===== src/rtl/alu_pkg.sv =====
// -----------------------------------------------------------------------------
// alu_pkg
//
// Shared definitions for the ALU issue stage:
//   - RV32I opcode constants for OP and OP-IMM
//   - funct3 / funct7 constants used by the decoder
//   - alu_sel_t: 10-bit one-hot ALU select, bit indices in port order
//     (add, sub, sll, slt, sltu, xor, srl, sra, or, and)
//   - issue_entry_t: the payload held by the pipeline register
// -----------------------------------------------------------------------------
package alu_pkg;

  localparam logic [6:0] OPC_OP    = 7'b0110011;
  localparam logic [6:0] OPC_OPIMM = 7'b0010011;

  localparam logic [2:0] F3_ADD  = 3'b000;
  localparam logic [2:0] F3_SLL  = 3'b001;
  localparam logic [2:0] F3_SLT  = 3'b010;
  localparam logic [2:0] F3_SLTU = 3'b011;
  localparam logic [2:0] F3_XOR  = 3'b100;
  localparam logic [2:0] F3_SRL  = 3'b101;
  localparam logic [2:0] F3_OR   = 3'b110;
  localparam logic [2:0] F3_AND  = 3'b111;

  localparam logic [6:0] F7_BASE = 7'b0000000;
  localparam logic [6:0] F7_ALT  = 7'b0100000;

  localparam int ALU_N = 10;

  // Bit positions inside alu_sel_t, matching the order of the enable ports.
  localparam int SEL_ADD  = 0;
  localparam int SEL_SUB  = 1;
  localparam int SEL_SLL  = 2;
  localparam int SEL_SLT  = 3;
  localparam int SEL_SLTU = 4;
  localparam int SEL_XOR  = 5;
  localparam int SEL_SRL  = 6;
  localparam int SEL_SRA  = 7;
  localparam int SEL_OR   = 8;
  localparam int SEL_AND  = 9;

  typedef logic [ALU_N-1:0] alu_sel_t;

  typedef struct packed {
    alu_sel_t    sel;
    logic        illegal;
    logic        rd_we;
    logic [31:0] op1;
    logic [31:0] op2;
    logic [4:0]  rd_addr;
  } issue_entry_t;

  // One-hot select with a single bit set at position idx.
  function automatic alu_sel_t sel_bit(input int unsigned idx);
    return alu_sel_t'(1) << idx;
  endfunction

  // Default operation for each funct3 when funct7 is the base encoding.
  function automatic alu_sel_t base_sel(input logic [2:0] funct3);
    alu_sel_t s;
    case (funct3)
      F3_ADD:  s = sel_bit(SEL_ADD);
      F3_SLL:  s = sel_bit(SEL_SLL);
      F3_SLT:  s = sel_bit(SEL_SLT);
      F3_SLTU: s = sel_bit(SEL_SLTU);
      F3_XOR:  s = sel_bit(SEL_XOR);
      F3_SRL:  s = sel_bit(SEL_SRL);
      F3_OR:   s = sel_bit(SEL_OR);
      default: s = sel_bit(SEL_AND);
    endcase
    return s;
  endfunction

endpackage


===== src/rtl/alu_op_decoder.sv =====
// -----------------------------------------------------------------------------
// alu_op_decoder
//
// Purely combinational decode of an RV32I OP / OP-IMM instruction word into
// the one-hot ALU select.
//
// Ports:
//   instr     in  32  instruction word
//   sel       out 10  one-hot ALU select (all zero when illegal)
//   illegal   out  1  encoding is not a supported OP / OP-IMM operation
//   imm_sel   out  1  operand 2 comes from the I-type immediate
//   shamt_sel out  1  operand 2 is the zero-extended 5-bit shift amount
// -----------------------------------------------------------------------------
module alu_op_decoder
  import alu_pkg::*;
(
  input  logic [31:0] instr,
  output alu_sel_t    sel,
  output logic        illegal,
  output logic        imm_sel,
  output logic        shamt_sel
);

  logic [6:0] opcode;
  logic [2:0] funct3;
  logic [6:0] funct7;
  logic       legal;

  assign opcode = instr[6:0];
  assign funct3 = instr[14:12];
  assign funct7 = instr[31:25];

  // Register indices and rd are not needed for the operation decode.
  logic unused_fields;
  assign unused_fields = ^{instr[24:15], instr[11:7]};

  always_comb begin
    // NOTE: every output of this block gets a default before any branch, so
    // no path leaves a value unassigned and no latch is inferred.
    sel       = '0;
    legal     = 1'b0;
    imm_sel   = 1'b0;
    shamt_sel = 1'b0;

    case (opcode)
      OPC_OP: begin
        case (funct3)
          F3_ADD: begin
            if (funct7 == F7_BASE) begin
              sel   = sel_bit(SEL_ADD);
              legal = 1'b1;
            end else if (funct7 == F7_ALT) begin
              sel   = sel_bit(SEL_SUB);
              legal = 1'b1;
            end
          end
          F3_SRL: begin
            if (funct7 == F7_BASE) begin
              sel   = sel_bit(SEL_SRL);
              legal = 1'b1;
            end else if (funct7 == F7_ALT) begin
              sel   = sel_bit(SEL_SRA);
              legal = 1'b1;
            end
          end
          default: begin
            // sll, slt, sltu, xor, or, and: only the base funct7 exists.
            if (funct7 == F7_BASE) begin
              sel   = base_sel(funct3);
              legal = 1'b1;
            end
          end
        endcase
      end

      OPC_OPIMM: begin
        imm_sel = 1'b1;
        case (funct3)
          F3_SLL: begin
            shamt_sel = 1'b1;
            if (funct7 == F7_BASE) begin
              sel   = sel_bit(SEL_SLL);
              legal = 1'b1;
            end
          end
          F3_SRL: begin
            shamt_sel = 1'b1;
            if (funct7 == F7_BASE) begin
              sel   = sel_bit(SEL_SRL);
              legal = 1'b1;
            end else if (funct7 == F7_ALT) begin
              sel   = sel_bit(SEL_SRA);
              legal = 1'b1;
            end
          end
          default: begin
            // Upper bits are immediate here, so funct7 is not checked and
            // funct3 000 is always addi.
            sel   = base_sel(funct3);
            legal = 1'b1;
          end
        endcase
      end

      default: begin
        sel   = '0;
        legal = 1'b0;
      end
    endcase
  end

  assign illegal = !legal;

endmodule


===== src/rtl/alu_issue_stage.sv =====
// -----------------------------------------------------------------------------
// alu_issue_stage
//
// One-entry pipeline register in front of the ALU result mux. Accepts an
// OP / OP-IMM instruction with its register operands over valid/ready,
// decodes it into one-hot ALU enables and presents the registered entry
// one cycle later. Illegal encodings still occupy the stage but raise
// `illegal` with all enables and rd_we low. Legal transfers are counted.
//
// Ports:
//   clk, rst              clock, asynchronous active-high reset
//   flush                 synchronous kill of the held entry (top priority)
//   in_valid / in_ready   upstream handshake
//   instr, rs1_data, rs2_data   instruction and register read data
//   out_valid / out_ready downstream handshake
//   add_en .. and_en      registered one-hot ALU selects
//   op1_data, op2_data    ALU operands
//   rd_addr, rd_we        destination register and writeback enable
//   illegal               held entry is undecodable
//   issue_cnt             count of legal operations handed downstream
// -----------------------------------------------------------------------------
module alu_issue_stage
  import alu_pkg::*;
#(
  parameter int CNT_W = 16
) (
  input  logic             clk,
  input  logic             rst,
  input  logic             flush,
  input  logic             in_valid,
  output logic             in_ready,
  input  logic [31:0]      instr,
  input  logic [31:0]      rs1_data,
  input  logic [31:0]      rs2_data,
  output logic             out_valid,
  input  logic             out_ready,
  output logic             add_en,
  output logic             sub_en,
  output logic             sll_en,
  output logic             slt_en,
  output logic             sltu_en,
  output logic             xor_en,
  output logic             srl_en,
  output logic             sra_en,
  output logic             or_en,
  output logic             and_en,
  output logic [31:0]      op1_data,
  output logic [31:0]      op2_data,
  output logic [4:0]       rd_addr,
  output logic             rd_we,
  output logic             illegal,
  output logic [CNT_W-1:0] issue_cnt
);

  // ---------------------------------------------------------------------------
  // Decode
  // ---------------------------------------------------------------------------
  alu_sel_t dec_sel;
  logic     dec_illegal;
  logic     dec_imm_sel;
  logic     dec_shamt_sel;

  alu_op_decoder u_decoder (
    .instr     (instr),
    .sel       (dec_sel),
    .illegal   (dec_illegal),
    .imm_sel   (dec_imm_sel),
    .shamt_sel (dec_shamt_sel)
  );

  // ---------------------------------------------------------------------------
  // Operand 2 mux: shift amount, sign-extended immediate or rs2.
  // ---------------------------------------------------------------------------
  logic [31:0] op2_mux;

  always_comb begin
    if (dec_shamt_sel) begin
      op2_mux = {27'b0, instr[24:20]};
    end else if (dec_imm_sel) begin
      op2_mux = {{20{instr[31]}}, instr[31:20]};
    end else begin
      op2_mux = rs2_data;
    end
  end

  // ---------------------------------------------------------------------------
  // Handshake
  // ---------------------------------------------------------------------------
  logic valid_q, valid_d;
  logic accept;
  logic xfer;

  // rst is folded in so the stage never advertises readiness while held in
  // reset; the register state alone would already read ready.
  assign in_ready = !rst && !flush && (!valid_q || out_ready);
  assign accept   = in_valid && in_ready;
  assign xfer     = valid_q && out_ready;

  // ---------------------------------------------------------------------------
  // Pipeline register and counter next-state
  // ---------------------------------------------------------------------------
  issue_entry_t    entry_q, entry_d;
  logic [CNT_W-1:0] cnt_q, cnt_d;

  always_comb begin
    valid_d = valid_q;
    entry_d = entry_q;
    cnt_d   = cnt_q;

    // A flush kills the outgoing transfer as well, so it is never counted.
    if (xfer && !entry_q.illegal && !flush) begin
      cnt_d = cnt_q + CNT_W'(1);
    end

    if (flush) begin
      valid_d         = 1'b0;
      entry_d.sel     = '0;
      entry_d.illegal = 1'b0;
      entry_d.rd_we   = 1'b0;
    end else if (accept) begin
      valid_d         = 1'b1;
      entry_d.sel     = dec_sel;
      entry_d.illegal = dec_illegal;
      entry_d.rd_we   = !dec_illegal && (instr[11:7] != 5'd0);
      entry_d.op1     = rs1_data;
      entry_d.op2     = op2_mux;
      entry_d.rd_addr = instr[11:7];
    end else if (xfer) begin
      // Emptying the stage: drop the control bits so the mux sees no select
      // while idle. Operand data is left as-is; it is ignored when invalid.
      valid_d         = 1'b0;
      entry_d.sel     = '0;
      entry_d.illegal = 1'b0;
      entry_d.rd_we   = 1'b0;
    end
  end

  // NOTE: state registers use non-blocking assignments so every flop samples
  // the pre-edge values; operand data is reset too because it is observable
  // on the outputs straight after reset.
  always_ff @(posedge clk or posedge rst) begin
    if (rst) begin
      valid_q <= 1'b0;
      entry_q <= '0;
      cnt_q   <= '0;
    end else begin
      valid_q <= valid_d;
      entry_q <= entry_d;
      cnt_q   <= cnt_d;
    end
  end

  // ---------------------------------------------------------------------------
  // Outputs
  // ---------------------------------------------------------------------------
  assign out_valid = valid_q;
  assign add_en    = entry_q.sel[SEL_ADD];
  assign sub_en    = entry_q.sel[SEL_SUB];
  assign sll_en    = entry_q.sel[SEL_SLL];
  assign slt_en    = entry_q.sel[SEL_SLT];
  assign sltu_en   = entry_q.sel[SEL_SLTU];
  assign xor_en    = entry_q.sel[SEL_XOR];
  assign srl_en    = entry_q.sel[SEL_SRL];
  assign sra_en    = entry_q.sel[SEL_SRA];
  assign or_en     = entry_q.sel[SEL_OR];
  assign and_en    = entry_q.sel[SEL_AND];
  assign op1_data  = entry_q.op1;
  assign op2_data  = entry_q.op2;
  assign rd_addr   = entry_q.rd_addr;
  assign rd_we     = entry_q.rd_we;
  assign illegal   = entry_q.illegal;
  assign issue_cnt = cnt_q;

endmodule


===== config.mk =====
export PLATFORM = sky130hd
export DESIGN_NAME = alu_issue_stage
export DESIGN_NICKNAME = d
export VERILOG_FILES = /design/src/rtl/alu_pkg.sv /design/src/rtl/alu_op_decoder.sv /design/src/rtl/alu_issue_stage.sv
export SDC_FILE = /design/constraint.sdc
export NUM_CORES = 1
export LEC_CHECK = 0
export BUFFER_PORTS_ARGS = -buffer_cell sky130_fd_sc_hd__buf_2
export CORE_ASPECT_RATIO = 1.2
export CORE_MARGIN = 2
export CORE_UTILIZATION = 47
export DETAILED_ROUTE_END_ITERATION = 10
export PLACE_DENSITY = 0.86
export SYNTH_ARGS = -nofsm -noshare
export SYNTH_HDL_FRONTEND = slang
export SYNTH_HIERARCHICAL = 1
export SYNTH_SLANG_ARGS = --single-unit

===== constraint.sdc =====
create_clock -name clk -period 3.1 [get_ports clk]
set_input_delay 0.31 -clock clk [delete_from_list [all_inputs] [get_ports clk]]
set_output_delay 0.31 -clock clk [all_outputs]
set_load 0.02 [all_outputs]

==> flow_summary.yaml <==
yosys:
  syn_avg_cell_area_sq_um: 9.23
  synth_cell_types: 36
  ys_seq_elements: 98
  netlist_area_sq_mm: 0.00424
  synth-seq-area-share: 0.578
  synth_warnings: 6
  synth_fp_nets: 562
  synth_cells: 460
die:
  io_pins: 200
  rows: 38
  die_w_um: 90.7
  die_area_sq_mm: 0.00981
  die_y_um: 108
  core_area_sq_mm: 0.00889
  start_util: 0.477
clock_tree:
  clockBufferDepth: 2
  cts_root_buf: "clkbuf_8"
  cts_resized: 0
  cts.sinks: 98
  hold_buffers: 0
  post_cts_buffers: 0
  cts_tree: "done"
  clock_latency_ns: 0.36
  cts_max_level: 3
  clkTransAtPathRegs_ns: 0.10
  cts-buffers-inserted: 9
setup_path:
  path_cells: "buf_2 -> nand4b_1 -> or3_1 -> nor2_1 -> nand2_1 -> nor2_1 -> a21oi_1 -> o21ai_0"
  path_buf_inv: 1
  r2r_end: "op2_data[8]"
  critical_path.top_delay_family: "simple AND/OR/NAND/NOR gates"
  critPathArrivalTime_ns: 2.60
  cp.required_ns: 3.37
  crit_path_end_kind: "flip-flop"
  max_stage_delay_ns: 1.01
  worst_path_most_repeated_cell: "nor2_1"
  crit_path_start_kind: "primary input"
  worstSetupPathType: "primary input to flip-flop"
  cp_max_fo: 21
  crit_slowest_cell: "nor2_1"
  rr_worst_depth: 4
  rrSetupSlack_ns: 1.29
  r2r-start: "out_valid"
layout:
  drive_gt1_frac: 0.342
  antenna-diode-count: 0
  fill_cells: 777
  seqCellArea_sq_mm: 0.00245
  multi_input_area_sq_mm: 0.00168
  area_growth_pct: 30.8
  final_common_cell: "buf_2"
  final_cell_mix: "194 x buf_2, 183 x nand2_1, 98 x dfrtp_1"
  finalNetCount: 746
  stdcell_count: 769
pwr:
  p_per_area_mw_per_mm2: 574
  ir_drop_v: 0.000319
  total_power_mw: 3.19
  leakage_nw: 3.07
global_route:
  grt_pass1_wl_mm: 17.1
  grt_pass1_vias: 3806
  grtUsageTotal: 0.216
  antenna_found_initial: 0
  overflow: 0
  grt_start_max_net_pins: 73
sta:
  slew_headroom: 0.0916
  fin_skew_ns: 0.0151
  hold_violations: 0
  slew_violations: 0
  max_clock_freq_ghz: 0.430
  timing.final.ws_setup_ns: 0.772
  tns_ns: 0
  period_share: 0.751
  setup_viol: 0
  period_minus_slack_ns: 2.33
  worst_pin_slew_ns: 1.36
  rsz0062_at_grt: "false"
drt:
  drt-pass1-iter-count: 4
  drc: 0
  vias: 3875
  viasPerCell: 5.04
  drt-wirelength-per-cell_um: 13.7
  routed_wl_mm: 10.6
  first_iter_violations: 134
  ant_nets: 0
placement:
  gp_congestion: 0.789
  placed_cells: 753
  hpwl_mm: 7.67
  placement.io_buffers: 194
  pre_cts_slack_ns: 0.384
status:
  status: "complete, no violations"
worst_hold_path:
  hold_class: "primary input to async pin"
flow_run:
  drv_cap: 0
==> report_power, final <==
part           switching (mW)  total (mW)  internal, mW
sequential              0.102        1.55          1.45
combinational           0.478       0.737         0.259
clock                   0.422       0.896         0.474
total                    1.00        3.19          2.18
==> metrics by stage <==
stage          utilization  instance area (sq um)  hold WS [ns]
6_report             0.624                   5550       0.00291
3_3_place_gp         0.600                   5330         0.401
2_1_floorplan            -                   4240         0.415
4_1_cts              0.624                   5550        0.0105
5_1_grt              0.624                   5550        0.0319
3_5_place_dp         0.600                   5330         0.413
==> synthesized netlist by cell type (all sizes together) <==
| cell type | instances | share of area |
|---|---|---|
| o31ai | 7 | 0.012 |
| ha | 1 | 0.0029 |
| or2 | 1 | 0.0015 |
| inv | 3 | 0.0027 |
| o21a | 1 | 0.0018 |
| xnor2 | 11 | 0.023 |
| a21oi | 22 | 0.026 |
| nand2 | 183 | 0.16 |
| a221o | 1 | 0.0027 |
| nor3 | 7 | 0.0083 |
| nand4bb | 1 | 0.0065 |
| dfrtp | 98 | 0.58 |
| nor2b | 1 | 0.0015 |
| nand3 | 17 | 0.020 |
| and3 | 1 | 0.0015 |
| a21o | 1 | 0.0018 |
| mux2i | 11 | 0.026 |
| nor4 | 5 | 0.014 |
| clkbuf | 17 | 0.015 |
| nand4b | 1 | 0.0021 |
| nor2 | 13 | 0.012 |
| nor4b | 2 | 0.0041 |
| o21ai | 29 | 0.034 |
| nand2b | 2 | 0.0029 |
| and2 | 1 | 0.0015 |
| buf | 9 | 0.011 |
| or3 | 4 | 0.0071 |
| or4 | 2 | 0.0035 |
| xor2 | 4 | 0.0083 |
| nand4 | 4 | 0.0059 |
==> final cells by class <==
cell class	instances	share of cell area
Inverter	3	0.00248
Tap cell	120	0.0271
Timing Repair Buffer	199	0.186
Clock inverter	5	0.0140
Multi-Input combinational cell	333	0.303
Clock buffer	11	0.0255
Sequential cell	98	0.442
==> cells by family after synthesis <==
group | after synthesis | synth area share
mux | 11 | 0.0259
flops | 98 | 0.578
xor+xnor | 15 | 0.0310
simple gates | 245 | 0.255
fa+ha+maj | 1 | 0.00295
buf+inv | 29 | 0.0289
compound gates | 61 | 0.0787
==> worst max-delay path by stage <==
stage,end,start,depth (start not counted)
floorplan,add_en,rst,1
global placement,op2_data[20],instr[6],8
detailed placement,op2_data[25],instr[6],8
CTS,op2_data[25],instr[6],8
global route,op2_data[17],instr[6],8
finish,op2_data[17],instr[6],8
==> sequential cells by signal, summed over array words and instances (netlist names) <==
name and count:
sub_en 1, op2_data 32, out_valid 1, slt_en 1, sltu_en 1, illegal 1
xor_en 1, or_en 1, srl_en 1, sll_en 1, sra_en 1, op1_data 32
and_en 1, add_en 1, issue_cnt 16, rd_addr 5, rd_we 1
==> routing by layer <==
metal / part of all wire / track usage / wire length (um) / vias up
li1: - / - / - / 1882
met1: 0.39 / 0.245 / 4170 / 1819
met2: 0.52 / 0.384 / 5460 / 150
met3: 0.056 / 0.0411 / 595 / 24
met4: 0.031 / 0.119 / 332 / 0
met5: 0 / 0 / 0 / -
Power figures use the tool's default switching activity.
